<file path="config.mk">
export PLATFORM = sky130hd
export DESIGN_NAME = param_reservation_station
export DESIGN_NICKNAME = d
export VERILOG_FILES = /design/src/rtl/param_reservation_station_pkg.sv /design/src/rtl/param_reservation_station_pick_lowest.sv /design/src/rtl/param_reservation_station.sv
export SDC_FILE = /design/constraint.sdc
export NUM_CORES = 1
export LEC_CHECK = 0
export ABC_AREA = 1
export BUFFER_PORTS_ARGS = -buffer_cell sky130_fd_sc_hd__buf_4
export CORE_MARGIN = 2
export CORE_UTILIZATION = 33
export DETAILED_ROUTE_END_ITERATION = 8
export SYNTH_ARGS = -nofsm -noshare
export SYNTH_HDL_FRONTEND = slang
export SYNTH_HIERARCHICAL = 1
export SYNTH_SLANG_ARGS = --single-unit
</file>
<file path="constraint.sdc">
create_clock -name clock -period 3.35 [get_ports clock]
set_input_delay 0 -clock clock [delete_from_list [all_inputs] [get_ports clock]]
set_output_delay 0 -clock clock [all_outputs]
set_load 0.03 [all_outputs]
</file>
<file path="src/rtl/param_reservation_station_pkg.sv">
// Shared opcodes, entry-state encoding and entry record for the reservation station.
package rs_pkg;

    localparam logic [2:0] OP_ADD   = 3'b000;
    localparam logic [2:0] OP_SUB   = 3'b001;
    localparam logic [2:0] OP_LOAD  = 3'b010;
    localparam logic [2:0] OP_STORE = 3'b011;

    typedef enum logic [1:0] {
        ST_FREE  = 2'd0,
        ST_WAIT  = 2'd1,
        ST_READY = 2'd2,
        ST_EXEC  = 2'd3
    } rs_state_e;

    // Tags and operand values are width-parameterised, so they live in arrays beside this record.
    typedef struct packed {
        rs_state_e  state;
        logic [2:0] op;
        logic [3:0] imm;
        logic       qj_v;
        logic       qk_v;
    } rs_entry_t;

    function automatic logic is_alu_op(input logic [2:0] op);
        return (op == OP_ADD) || (op == OP_SUB);
    endfunction

endpackage

</file>
<file path="src/rtl/param_reservation_station_pick_lowest.sv">
// Priority picker: reports whether any request is set and the index of the lowest one.
module rs_pick_lowest #(
    parameter int unsigned N = 4,
    localparam int unsigned IW = $clog2(N)
) (
    input  logic [N-1:0]  req_i,
    output logic          found_o,
    output logic [IW-1:0] idx_o
);

    always_comb begin
        found_o = 1'b0;
        idx_o   = '0;
        for (int unsigned i = 0; i < N; i++) begin
            if (req_i[i] && !found_o) begin
                found_o = 1'b1;
                idx_o   = IW'(i);
            end
        end
    end

endmodule

</file>
<file path="src/rtl/param_reservation_station.sv">
// Tomasulo reservation station shared by the ALU and load/store unit, tags are entry indices.
// Optional CDB_BYPASS_EN: issuing sources may take cdb_data directly instead of stalling a cycle.
module param_reservation_station
    import rs_pkg::*;
#(
    parameter int unsigned DEPTH    = 4,
    parameter int unsigned DATA_W   = 16,
    parameter int unsigned NUM_REGS = 8,
    localparam int unsigned TAG_W   = $clog2(DEPTH),
    localparam int unsigned RW      = $clog2(NUM_REGS)
) (
    input  logic                       clock,
    input  logic                       reset,
    input  logic                       issue_valid,
    output logic                       issue_ready,
    input  logic [2:0]                 issue_op,
    input  logic [RW-1:0]              issue_rd,
    input  logic [RW-1:0]              issue_rs,
    input  logic [RW-1:0]              issue_rt,
    input  logic [3:0]                 issue_imm,
    input  logic [NUM_REGS*DATA_W-1:0] regs_flat,
    input  logic                       cdb_valid,
    input  logic [TAG_W-1:0]           cdb_tag,
    input  logic [DATA_W-1:0]          cdb_data,
    output logic                       alu_valid,
    input  logic                       alu_ready,
    output logic [2:0]                 alu_op,
    output logic [DATA_W-1:0]          alu_a,
    output logic [DATA_W-1:0]          alu_b,
    output logic [TAG_W-1:0]           alu_tag,
    output logic                       mem_valid,
    input  logic                       mem_ready,
    output logic [2:0]                 mem_op,
    output logic [DATA_W-1:0]          mem_base,
    output logic [DATA_W-1:0]          mem_data,
    output logic [3:0]                 mem_off,
    output logic [TAG_W-1:0]           mem_tag,
    output logic [TAG_W:0]             occupancy
);

`ifdef CDB_BYPASS_EN
    localparam bit BYPASS = 1'b1;
`else
    localparam bit BYPASS = 1'b0;
`endif

    logic [DATA_W-1:0]   regs [NUM_REGS];
    rs_entry_t           entry_q [DEPTH], entry_d [DEPTH];
    logic [DATA_W-1:0]   vj_q [DEPTH], vj_d [DEPTH], vk_q [DEPTH], vk_d [DEPTH];
    logic [TAG_W-1:0]    qj_q [DEPTH], qj_d [DEPTH], qk_q [DEPTH], qk_d [DEPTH];
    logic [NUM_REGS-1:0] stat_v_q, stat_v_d;
    logic [TAG_W-1:0]    stat_tag_q [NUM_REGS], stat_tag_d [NUM_REGS];

    logic                alu_valid_q, alu_valid_d, mem_valid_q, mem_valid_d;
    logic [2:0]          alu_op_q, alu_op_d, mem_op_q, mem_op_d;
    logic [DATA_W-1:0]   alu_a_q, alu_a_d, alu_b_q, alu_b_d;
    logic [DATA_W-1:0]   mem_base_q, mem_base_d, mem_data_q, mem_data_d;
    logic [3:0]          mem_off_q, mem_off_d;
    logic [TAG_W-1:0]    alu_tag_q, alu_tag_d, mem_tag_q, mem_tag_d;

    logic [DEPTH-1:0]    free_req, alu_req, mem_req;
    logic                free_found, alu_found, mem_found;
    logic [TAG_W-1:0]    free_idx, alu_idx, mem_idx;
    logic                uses_rt, hit_j, hit_k, stall, do_issue, qj_new, qk_new;
    logic [TAG_W:0]      occ;

    always_comb begin
        for (int unsigned r = 0; r < NUM_REGS; r++) regs[r] = regs_flat[r*DATA_W +: DATA_W];
    end

    // The entry already held in an output register stays READY until its handshake, so mask it.
    always_comb begin
        occ = '0;
        for (int unsigned i = 0; i < DEPTH; i++) begin
            free_req[i] = (entry_q[i].state == ST_FREE);
            alu_req[i]  = (entry_q[i].state == ST_READY) && is_alu_op(entry_q[i].op)
                          && !(alu_valid_q && alu_tag_q == TAG_W'(i));
            mem_req[i]  = (entry_q[i].state == ST_READY) && !is_alu_op(entry_q[i].op)
                          && !(mem_valid_q && mem_tag_q == TAG_W'(i));
            if (entry_q[i].state != ST_FREE) occ = occ + (TAG_W+1)'(1);
        end
    end

    rs_pick_lowest #(.N(DEPTH)) u_pick_free (.req_i(free_req), .found_o(free_found), .idx_o(free_idx));
    rs_pick_lowest #(.N(DEPTH)) u_pick_alu  (.req_i(alu_req),  .found_o(alu_found),  .idx_o(alu_idx));
    rs_pick_lowest #(.N(DEPTH)) u_pick_mem  (.req_i(mem_req),  .found_o(mem_found),  .idx_o(mem_idx));

    assign uses_rt     = !issue_op[2] && (issue_op != OP_LOAD);
    assign hit_j       = cdb_valid && stat_v_q[issue_rs] && (stat_tag_q[issue_rs] == cdb_tag);
    assign hit_k       = cdb_valid && stat_v_q[issue_rt] && (stat_tag_q[issue_rt] == cdb_tag);
    assign stall       = !BYPASS && ((!issue_op[2] && hit_j) || (uses_rt && hit_k));
    assign issue_ready = free_found && !stall;
    assign do_issue    = issue_valid && issue_ready && !issue_op[2];

    always_comb begin
        entry_d     = entry_q;
        vj_d        = vj_q;
        vk_d        = vk_q;
        qj_d        = qj_q;
        qk_d        = qk_q;
        stat_v_d    = stat_v_q;
        stat_tag_d  = stat_tag_q;
        alu_valid_d = alu_valid_q;
        alu_op_d    = alu_op_q;
        alu_a_d     = alu_a_q;
        alu_b_d     = alu_b_q;
        alu_tag_d   = alu_tag_q;
        mem_valid_d = mem_valid_q;
        mem_op_d    = mem_op_q;
        mem_base_d  = mem_base_q;
        mem_data_d  = mem_data_q;
        mem_off_d   = mem_off_q;
        mem_tag_d   = mem_tag_q;
        qj_new      = 1'b0;
        qk_new      = 1'b0;

        if (cdb_valid) begin
            for (int unsigned i = 0; i < DEPTH; i++) begin
                if (entry_q[i].state == ST_WAIT) begin
                    if (entry_q[i].qj_v && qj_q[i] == cdb_tag) begin
                        vj_d[i] = cdb_data;
                        entry_d[i].qj_v = 1'b0;
                    end
                    if (entry_q[i].qk_v && qk_q[i] == cdb_tag) begin
                        vk_d[i] = cdb_data;
                        entry_d[i].qk_v = 1'b0;
                    end
                end
                if (entry_q[i].state == ST_EXEC && cdb_tag == TAG_W'(i)) entry_d[i].state = ST_FREE;
            end
            for (int unsigned r = 0; r < NUM_REGS; r++) begin
                if (stat_v_q[r] && stat_tag_q[r] == cdb_tag) stat_v_d[r] = 1'b0;
            end
        end

        for (int unsigned i = 0; i < DEPTH; i++) begin
            if (entry_d[i].state == ST_WAIT && !entry_d[i].qj_v && !entry_d[i].qk_v)
                entry_d[i].state = ST_READY;
        end

        if (alu_valid_q && alu_ready) begin
            entry_d[alu_tag_q].state = ST_EXEC;
            alu_valid_d = 1'b0;
        end
        if ((!alu_valid_q || alu_ready) && alu_found) begin
            alu_valid_d = 1'b1;
            alu_op_d    = entry_q[alu_idx].op;
            alu_a_d     = vj_q[alu_idx];
            alu_b_d     = vk_q[alu_idx];
            alu_tag_d   = alu_idx;
        end

        // Stores never broadcast, so they retire on the handshake itself.
        if (mem_valid_q && mem_ready) begin
            entry_d[mem_tag_q].state = (mem_op_q == OP_STORE) ? ST_FREE : ST_EXEC;
            mem_valid_d = 1'b0;
        end
        if ((!mem_valid_q || mem_ready) && mem_found) begin
            mem_valid_d = 1'b1;
            mem_op_d    = entry_q[mem_idx].op;
            mem_base_d  = vj_q[mem_idx];
            mem_data_d  = vk_q[mem_idx];
            mem_off_d   = entry_q[mem_idx].imm;
            mem_tag_d   = mem_idx;
        end

        if (do_issue) begin
            if (stat_v_q[issue_rs] && !(BYPASS && hit_j)) begin
                qj_new           = 1'b1;
                qj_d[free_idx]   = stat_tag_q[issue_rs];
                vj_d[free_idx]   = '0;
            end else begin
                vj_d[free_idx]   = hit_j ? cdb_data : regs[issue_rs];
            end
            if (!uses_rt) begin
                vk_d[free_idx]   = '0;
            end else if (stat_v_q[issue_rt] && !(BYPASS && hit_k)) begin
                qk_new           = 1'b1;
                qk_d[free_idx]   = stat_tag_q[issue_rt];
                vk_d[free_idx]   = '0;
            end else begin
                vk_d[free_idx]   = hit_k ? cdb_data : regs[issue_rt];
            end
            entry_d[free_idx].op    = issue_op;
            entry_d[free_idx].imm   = issue_imm;
            entry_d[free_idx].qj_v  = qj_new;
            entry_d[free_idx].qk_v  = qk_new;
            entry_d[free_idx].state = (qj_new || qk_new) ? ST_WAIT : ST_READY;
            // Written after the CDB clear so a same-cycle issue to the same register wins.
            if (issue_op != OP_STORE) begin
                stat_v_d[issue_rd]   = 1'b1;
                stat_tag_d[issue_rd] = free_idx;
            end
        end
    end

    always_ff @(posedge clock) begin
        if (!reset) begin
            for (int unsigned i = 0; i < DEPTH; i++) begin
                entry_q[i] <= '0;
                vj_q[i]    <= '0;
                vk_q[i]    <= '0;
                qj_q[i]    <= '0;
                qk_q[i]    <= '0;
            end
            for (int unsigned r = 0; r < NUM_REGS; r++) stat_tag_q[r] <= '0;
            stat_v_q    <= '0;
            alu_valid_q <= 1'b0;
            alu_op_q    <= '0;
            alu_a_q     <= '0;
            alu_b_q     <= '0;
            alu_tag_q   <= '0;
            mem_valid_q <= 1'b0;
            mem_op_q    <= '0;
            mem_base_q  <= '0;
            mem_data_q  <= '0;
            mem_off_q   <= '0;
            mem_tag_q   <= '0;
        end else begin
            entry_q     <= entry_d;
            vj_q        <= vj_d;
            vk_q        <= vk_d;
            qj_q        <= qj_d;
            qk_q        <= qk_d;
            stat_v_q    <= stat_v_d;
            stat_tag_q  <= stat_tag_d;
            alu_valid_q <= alu_valid_d;
            alu_op_q    <= alu_op_d;
            alu_a_q     <= alu_a_d;
            alu_b_q     <= alu_b_d;
            alu_tag_q   <= alu_tag_d;
            mem_valid_q <= mem_valid_d;
            mem_op_q    <= mem_op_d;
            mem_base_q  <= mem_base_d;
            mem_data_q  <= mem_data_d;
            mem_off_q   <= mem_off_d;
            mem_tag_q   <= mem_tag_d;
        end
    end

    assign alu_valid = alu_valid_q;
    assign alu_op    = alu_op_q;
    assign alu_a     = alu_a_q;
    assign alu_b     = alu_b_q;
    assign alu_tag   = alu_tag_q;
    assign mem_valid = mem_valid_q;
    assign mem_op    = mem_op_q;
    assign mem_base  = mem_base_q;
    assign mem_data  = mem_data_q;
    assign mem_off   = mem_off_q;
    assign mem_tag   = mem_tag_q;
    assign occupancy = occ;

endmodule

</file>
# Yosys cells after proc, flatten, opt, wreduce, memory -nomap -nowiden
# Index checks and enable logic that the tools add are counted.
[word_totals] regBits=292 inputBits=168 output_inout_bits=84 wordCells=446
[op_classes] n_addsub=3 order_cmp=16 n_eq_ne=50 muxes=168 bitwise=12 n_reduce_logical=141
[ops] cell="16-bit 2-to-1 mux" count=31
[ops] cell="64-bit 2-to-1 mux" count=7
[ops] cell="44-bit bitwise mux" count=7
[ops] cell="11-bit demux with 2-bit select" count=7
[ops] cell="44-bit 2-to-1 mux" count=3
[ops] cell="64-bit bitwise AND" count=2
[ops] cell="16-bit binary-select mux with 2-bit select" count=4
[ops] cell="64-bit bitwise mux" count=2
[ops] cell="16-bit binary-select mux with 3-bit select" count=2
[ops] cell="1-bit logical AND" count=80
[ops] cell="64-bit inverter" count=1
[ops] cell="2-bit 2-to-1 mux" count=29
[ops] cell="1-bit 2-to-1 mux" count=45
[ops] cell="9-bit 2-to-1 mux" count=5
[ops] cell="11-bit binary-select mux with 2-bit select" count=2
[ops] cell="2-bit equality test" count=18
[ops] cell="1-bit logical NOT" count=33
[ops] cell="11-bit 2-to-1 mux" count=3
[ops] cell="16-bit demux with 2-bit select" count=1
[ops] cell="2-bit equality test, second input constant" count=14
[ops] cell="8-bit 2-to-1 mux" count=3
[ops] cell="2-bit by 1-bit equality test with 1-bit output, second input constant" count=11
[ops] cell="16-bit bitwise mux" count=1
[ops] cell="8-bit bitwise mux" count=2
[ops] cell="27 further kinds" count=77

# Depth between registers and ports, before layout
[logic_depth] ltp_word=22 mapped_depth=18 ltp_nobuf=16

# Hierarchy
# The synthesis kept the hierarchy.
[modules_own_cells] mod="param_reservation_station" instances=1 cells_per_inst=3158 area_each_um2=18726.7 seq_area_each_um2=5845.6
[modules_own_cells] mod="rs_pick_lowest" instances=3 cells_per_inst=8 area_each_um2=36.3 seq_area_each_um2=0.0

# Least setup slack after synthesis
# No wires, ideal clock.
[synth_timing] path_type="register -> register" startpoint="register alu_tag_q[1], in the netlist alu_tag[1]" endpoint="register alu_b_q[2], in the netlist alu_b[2]" arrival_time_ns=2.477 t_required_ns=3.292 slack_ns=0.814 path_stages_with_launch=14 n_path_buf=3 synth_period_minus_slack_ns=2.536 cell_sequence="dfxtp_1 > inv_1 > nand2_1 > nor2_1 > nor4_1 > inv_1 > a21oi_2 > clkbuf_1 > clkbuf_1 > clkbuf_1 > o211ai_1 > nand3_1 > o211ai_1 > inv_1"
[synth_via] elab_cells_between_ends=34
[synth_lines] element="from (decl)" line="param_reservation_station.sv:59" text="logic [TAG_W-1:0] alu_tag_q, alu_tag_d, mem_tag_q, mem_tag_d;"
[synth_lines] element="from (signal assigned)" line="param_reservation_station.sv:231" text="alu_tag_q <= alu_tag_d;"
[synth_lines] element="2-bit by 1-bit equality test with 1-bit output (*)" line="param_reservation_station.sv:77" text="&& !(alu_valid_q && alu_tag_q == TAG_W'(i));"
[synth_lines] element="1-bit logical AND (*)" line="param_reservation_station.sv:77"
[synth_lines] element="1-bit logical NOT (*)" line="param_reservation_station.sv:77"
[synth_lines] element="1-bit logical AND (*)" line="param_reservation_station.sv:77"
[synth_lines] element="via alu_req[1]" line="param_reservation_station.sv:61" text="logic [DEPTH-1:0] free_req, alu_req, mem_req;"
[synth_lines] element="1-bit logical AND (*)" line="param_reservation_station_pick_lowest.sv:15" text="if (req_i[i] && !found_o) begin"
[synth_lines] element="1-bit 2-to-1 mux" line="param_reservation_station_pick_lowest.sv:15"
[synth_lines] element="1-bit logical NOT" line="param_reservation_station_pick_lowest.sv:15"
[synth_lines] element="1-bit logical AND" line="param_reservation_station_pick_lowest.sv:15"
[synth_lines] element="1-bit 2-to-1 mux" line="param_reservation_station_pick_lowest.sv:15"
[synth_lines] element="1-bit logical NOT" line="param_reservation_station_pick_lowest.sv:15"
[synth_lines] element="1-bit logical AND" line="param_reservation_station_pick_lowest.sv:15"
[synth_lines] element="2-bit 2-to-1 mux (*)" line="param_reservation_station_pick_lowest.sv:15"
[synth_lines] element="via alu_idx[0]" line="param_reservation_station.sv:63" text="logic [TAG_W-1:0] free_idx, alu_idx, mem_idx;"
[synth_lines] element="2-bit inverter with 3-bit output (implied by the code) (*)" line="param_reservation_station.sv:149" text="alu_b_d = vk_q[alu_idx];"
[synth_lines] element="16-bit binary-select mux with 2-bit select (*)" line="param_reservation_station.sv:149"
[synth_lines] element="16-bit 2-to-1 mux (implied by the code) (*) (2 in a row)" line="param_reservation_station.sv:149"
[synth_lines] element="to (signal assigned)" line="param_reservation_station.sv:230" text="alu_b_q <= alu_b_d;"
[synth_lines] element="to (decl)" line="param_reservation_station.sv:56" text="logic [DATA_W-1:0] alu_a_q, alu_a_d, alu_b_q, alu_b_d;"
# Mark *: on every way through the listed nets, which the timed path passes. The rest lies on a longest branch. The select of a mux whose other input is x is not followed.
# A chain may end at the register's enable or synchronous reset.

# Worst setup path after layout
[layout_timing] startpoint="register stat_tag_q[12] (netlist bit)" endpoint="register stat_v_q[1]"
[layout_via] elab_chain_cells=12 elab_cells_between_ends=24
[layout_lines] element="from (decl)" line="param_reservation_station.sv:52" text="logic [TAG_W-1:0] stat_tag_q [NUM_REGS], stat_tag_d [NUM_REGS];"
[layout_lines] element="from (signal assigned)" line="param_reservation_station.sv:226" text="stat_tag_q <= stat_tag_d;"
[layout_lines] element="2-bit binary-select mux with 3-bit select (on tied branches)" line="param_reservation_station.sv:89, param_reservation_station.sv:90"
[layout_lines] element="2-bit 2-to-1 mux (on tied branches) (2 in a row)" line="param_reservation_station.sv:89, param_reservation_station.sv:90"
[layout_lines] element="2-bit equality test (on tied branches)" line="param_reservation_station.sv:89, param_reservation_station.sv:90"
[layout_lines] element="1-bit logical AND (on tied branches)" line="param_reservation_station.sv:89, param_reservation_station.sv:90"
[layout_lines] element="1-bit logical AND" line="param_reservation_station.sv:91" text="assign stall = !BYPASS && ((!issue_op[2] && hit_j) || (uses_rt && hit_k));"
[layout_lines] element="1-bit logical OR" line="param_reservation_station.sv:91"
[layout_lines] element="1-bit logical NOT" line="param_reservation_station.sv:92" text="assign issue_ready = free_found && !stall;"
[layout_lines] element="1-bit logical AND" line="param_reservation_station.sv:92"
[layout_lines] element="1-bit logical AND (2 in a row)" line="param_reservation_station.sv:93" text="assign do_issue = issue_valid && issue_ready && !issue_op[2];"
[layout_lines] element="8-bit 2-to-1 mux (*)" line="param_reservation_station.sv:167" text="if (do_issue) begin"
[layout_lines] element="to (signal assigned)" line="param_reservation_station.sv:225" text="stat_v_q <= stat_v_d;"
[layout_lines] element="to (decl)" line="param_reservation_station.sv:51" text="logic [NUM_REGS-1:0] stat_v_q, stat_v_d;"
# Mark *: on every way between the ends. The rest lies on a longest branch, timed or not. The select of a mux whose other input is x is not followed.

==> impl_metrics.yaml <==
floorplan:
  initial_core_util: 0.334
  die_h_um: 243
  fp.dieW_um: 243
  coreArea_um2: 56400
  ios: 252
  rows: 87
  dieArea_um2: 59000
layout:
  synthToLayoutAreaGrowth_pct: 21.6
  utilization: 0.406
  nNetsFinal: 3512
  antenna_cells: 0
  nFillCells: 6263
  drive_gt1_frac: 0.120
  final_cells: 4122
global_routing:
  antenna_found_initial: 1
  grt_usage: 0.250
  grt_max_degree: 111
  grt.overflow.total: 0
  grt_pass1_wl_mm: 117
  grt_pass1_vias: 19700
power:
  pwr-share-clk: 0.348
  p_comb_frac: 0.303
  intPower_mw: 7.20
  p_leak_nw: 9.21
  pwr-share-seq: 0.349
  p_per_area_nw_per_um2: 494
  peakVddDrop_v: 0.000295
  p_total_mw: 11.3
  p_sw_mw: 4.11
  switching_share: 0.363
logic_synthesis:
  synth_area_leaders: "dfxtp_1, nand2_1, o21ai_0"
  synth_top_flop_cell: "dfxtp_1"
  ys_types: 34
  synthArstFlopShare: 0
  syn_area_um2: 18800
  synthTopCellsByCount: "nand2_1, nor2_1, o21ai_0, a21oi_1, inv_1"
  syn_inst: 3182
  yosysTopAreaCellShare: 0.310
  synth_edf_count: 0
  synth_nets: 3353
  synth_top_cell_by_area: "dfxtp_1"
  synth_warnings: 6
  ys_seq_area_frac: 0.310
  yosysMostFrequentCell: "nand2_1"
  postSynthAreaPerCell_um2: 5.92
  ys_ff_latch: 292
clocking:
  path_clk_slew_ns: 0.06
  ctsHtreeMaxLevel: 2
  clockBufferDepth: 3
  cts_tree: "done"
  clkLatencyLatePin_ns: 0.58
  clock-sinks: 292
  cts_inserted_buffers: 36
  cts_root_buf: "clkbuf_16"
  postCtsSetupBuffers: 0
sta:
  fin_crit_ns: 2.94
  max_slew_margin: 0.403
  min_period_over_period: 0.878
  setup_tns_ns: 0
  finalClockSkew_ns: 0.0319
  final_hold_viol_count: 0
  layout_setup_ws_ns: 0.409
  slew_violations: 0
  rsz0062_at_grt: "no"
  worst_pin_slew_ns: 0.887
  fmax_mhz: 340
  setup_viol: 0
critical_path:
  criticalPathCategory: "flop to flop"
  crit_required_ns: 3.85
  worstSetupStartpointType: "flop"
  cp-end-kind: "flop"
  path_max_fanout: 26
  rr_worst_depth: 15
  cp_data_arrival_time_ns: 3.44
route:
  vias: 21800
  drt_iter0_markers: 2097
  ant_nets: 0
  drc: 0
  viasPerCell: 5.29
  drt_first_pass_iters: 6
  totalWireLength_mm: 76.0
  wl_per_cell_um: 18.4
placement:
  post-dp-hpwl_mm: 51.6
  dpl.cell_count: 4024
  port_buffers: 251
  place_ws_ns: 0.626
  globalplace.congestion: 0.902
job:
  max_cap_viol_count: 0
min_path:
  hold_path_depth: 7
  hp-class: "input pin to flop"
outcome:
  outcome: "finished, final reports clean"
final timing paths:
path	start	to	slack, ns
max	stat_tag_q[12]$_SDFFE_PN0P_	stat_v_q[1]$_SDFF_PN0_	0.41
min	issue_op[2]	entry_q[31]$_SDFF_PN0_	0.08
max reg2reg	stat_tag_q[12]$_SDFFE_PN0P_	stat_v_q[1]$_SDFF_PN0_	0.41
min reg2reg	stat_v_q[7]$_SDFF_PN0_	stat_v_q[7]$_SDFF_PN0_	0.48
cells in the final DEF (no fill, tap or decap), types with 17 or more instances in the layout:
cell	instances
inv_1	314
a21oi_1	345
nor2_1	448
dfxtp_1	292
o21ai_0	402
o211ai_1	118
o22ai_1	47
dlygate4sd3_1	35
xnor2_1	19
clkbuf_16	36
nand3_1	143
nor3_1	17
nand4_1	40
nand2_1	691
buf_4	310
metal layers:
layer,up-vias,global-route usage,wire [µm]
met2,1003,0.398,34100
met4,2,0.0808,2330
met5,-,0,9
met3,127,0.0524,6670
met1,9875,0.338,32900
li1,10800,-,-
kinds of logic (layout without fill, tap and decap cells):
| group | Yosys count | after routing | share of synthesized area |
|---|---|---|---|
| AND/OR/NAND/NOR | 1363 | 1363 | 0.290 |
| XOR/XNOR | 19 | 19 | 0.00883 |
| flip-flops | 292 | 292 | 0.310 |
| multiplexers | 2 | 2 | 0.00120 |
| AO/OA/AOI/OAI | 945 | 945 | 0.273 |
| adder cells (fa/ha/maj) | 3 | 3 | 0.00199 |
| buffers and inverters | 558 | 742 | 0.115 |
sequential cells by signal, summed over array words and instances (netlist names), 4 cells and up:
name / flops
vj_q: 64
qk_q: 8
entry_q: 44
mem_data: 16
stat_v_q: 8
qj_q: 8
alu_a: 16
alu_b: 16
vk_q: 64
stat_tag_q: 16
mem_base: 16
mem_off: 4
power groups by stage:
stage	combinational, mW	sequential [mW]	clock (mW)
3_5_place_dp	3.37	4.02	0
5_1_grt	3.70	3.98	4.16
3_3_place_gp	3.36	4.03	0
4_1_cts	3.42	3.95	4.01
2_1_floorplan	1.62	4.36	0
6_report	3.43	3.95	3.93
area by class of cell:
class | instances | area, µm² | area share
Multi-Input combinational cell | 2332 | 10900 | 0.475
Sequential cell | 292 | 5850 | 0.255
Timing Repair Buffer | 353 | 2840 | 0.124
Inverter | 326 | 1230 | 0.0535
Clock buffer | 57 | 1090 | 0.0476
Tap cell | 756 | 946 | 0.0413
Clock inverter | 6 | 88.8 | 0.00388
what timing repair did:
item / CTS / global route
hold endpoints to repair: 166 / 0
hold buffers: 35 / 0
gates resized for setup: 0 / 0
through the flow:
| stage | hold slack (ns) | instance area (µm²) |
|---|---|---|
| floorplan | 0.164 | 18800 |
| global placement | 0.293 | 21400 |
| detailed placement | 0.299 | 21400 |
| CTS | 0.0559 | 22900 |
| global route | 0.0829 | 22900 |
| finish | 0.0776 | 22900 |
worst max-delay path, cell delays in order (launching register included):
cell and delay (ns):
dfxtp_1 0.31, inv_1 0.16, nand2_1 0.08, nand3_1 0.08, nand2_1 0.06, o21ai_1 0.31, nand2_1 0.09, nand2_1 0.14
inv_2 0.04, nand3_1 0.09, nand3_2 0.09, nor2_4 0.21, buf_4 0.32, nand3_1 0.16, a21oi_1 0.18, dlygate4sd3_1 0.56
No activity file was read; power rests on OpenSTA's default activity.
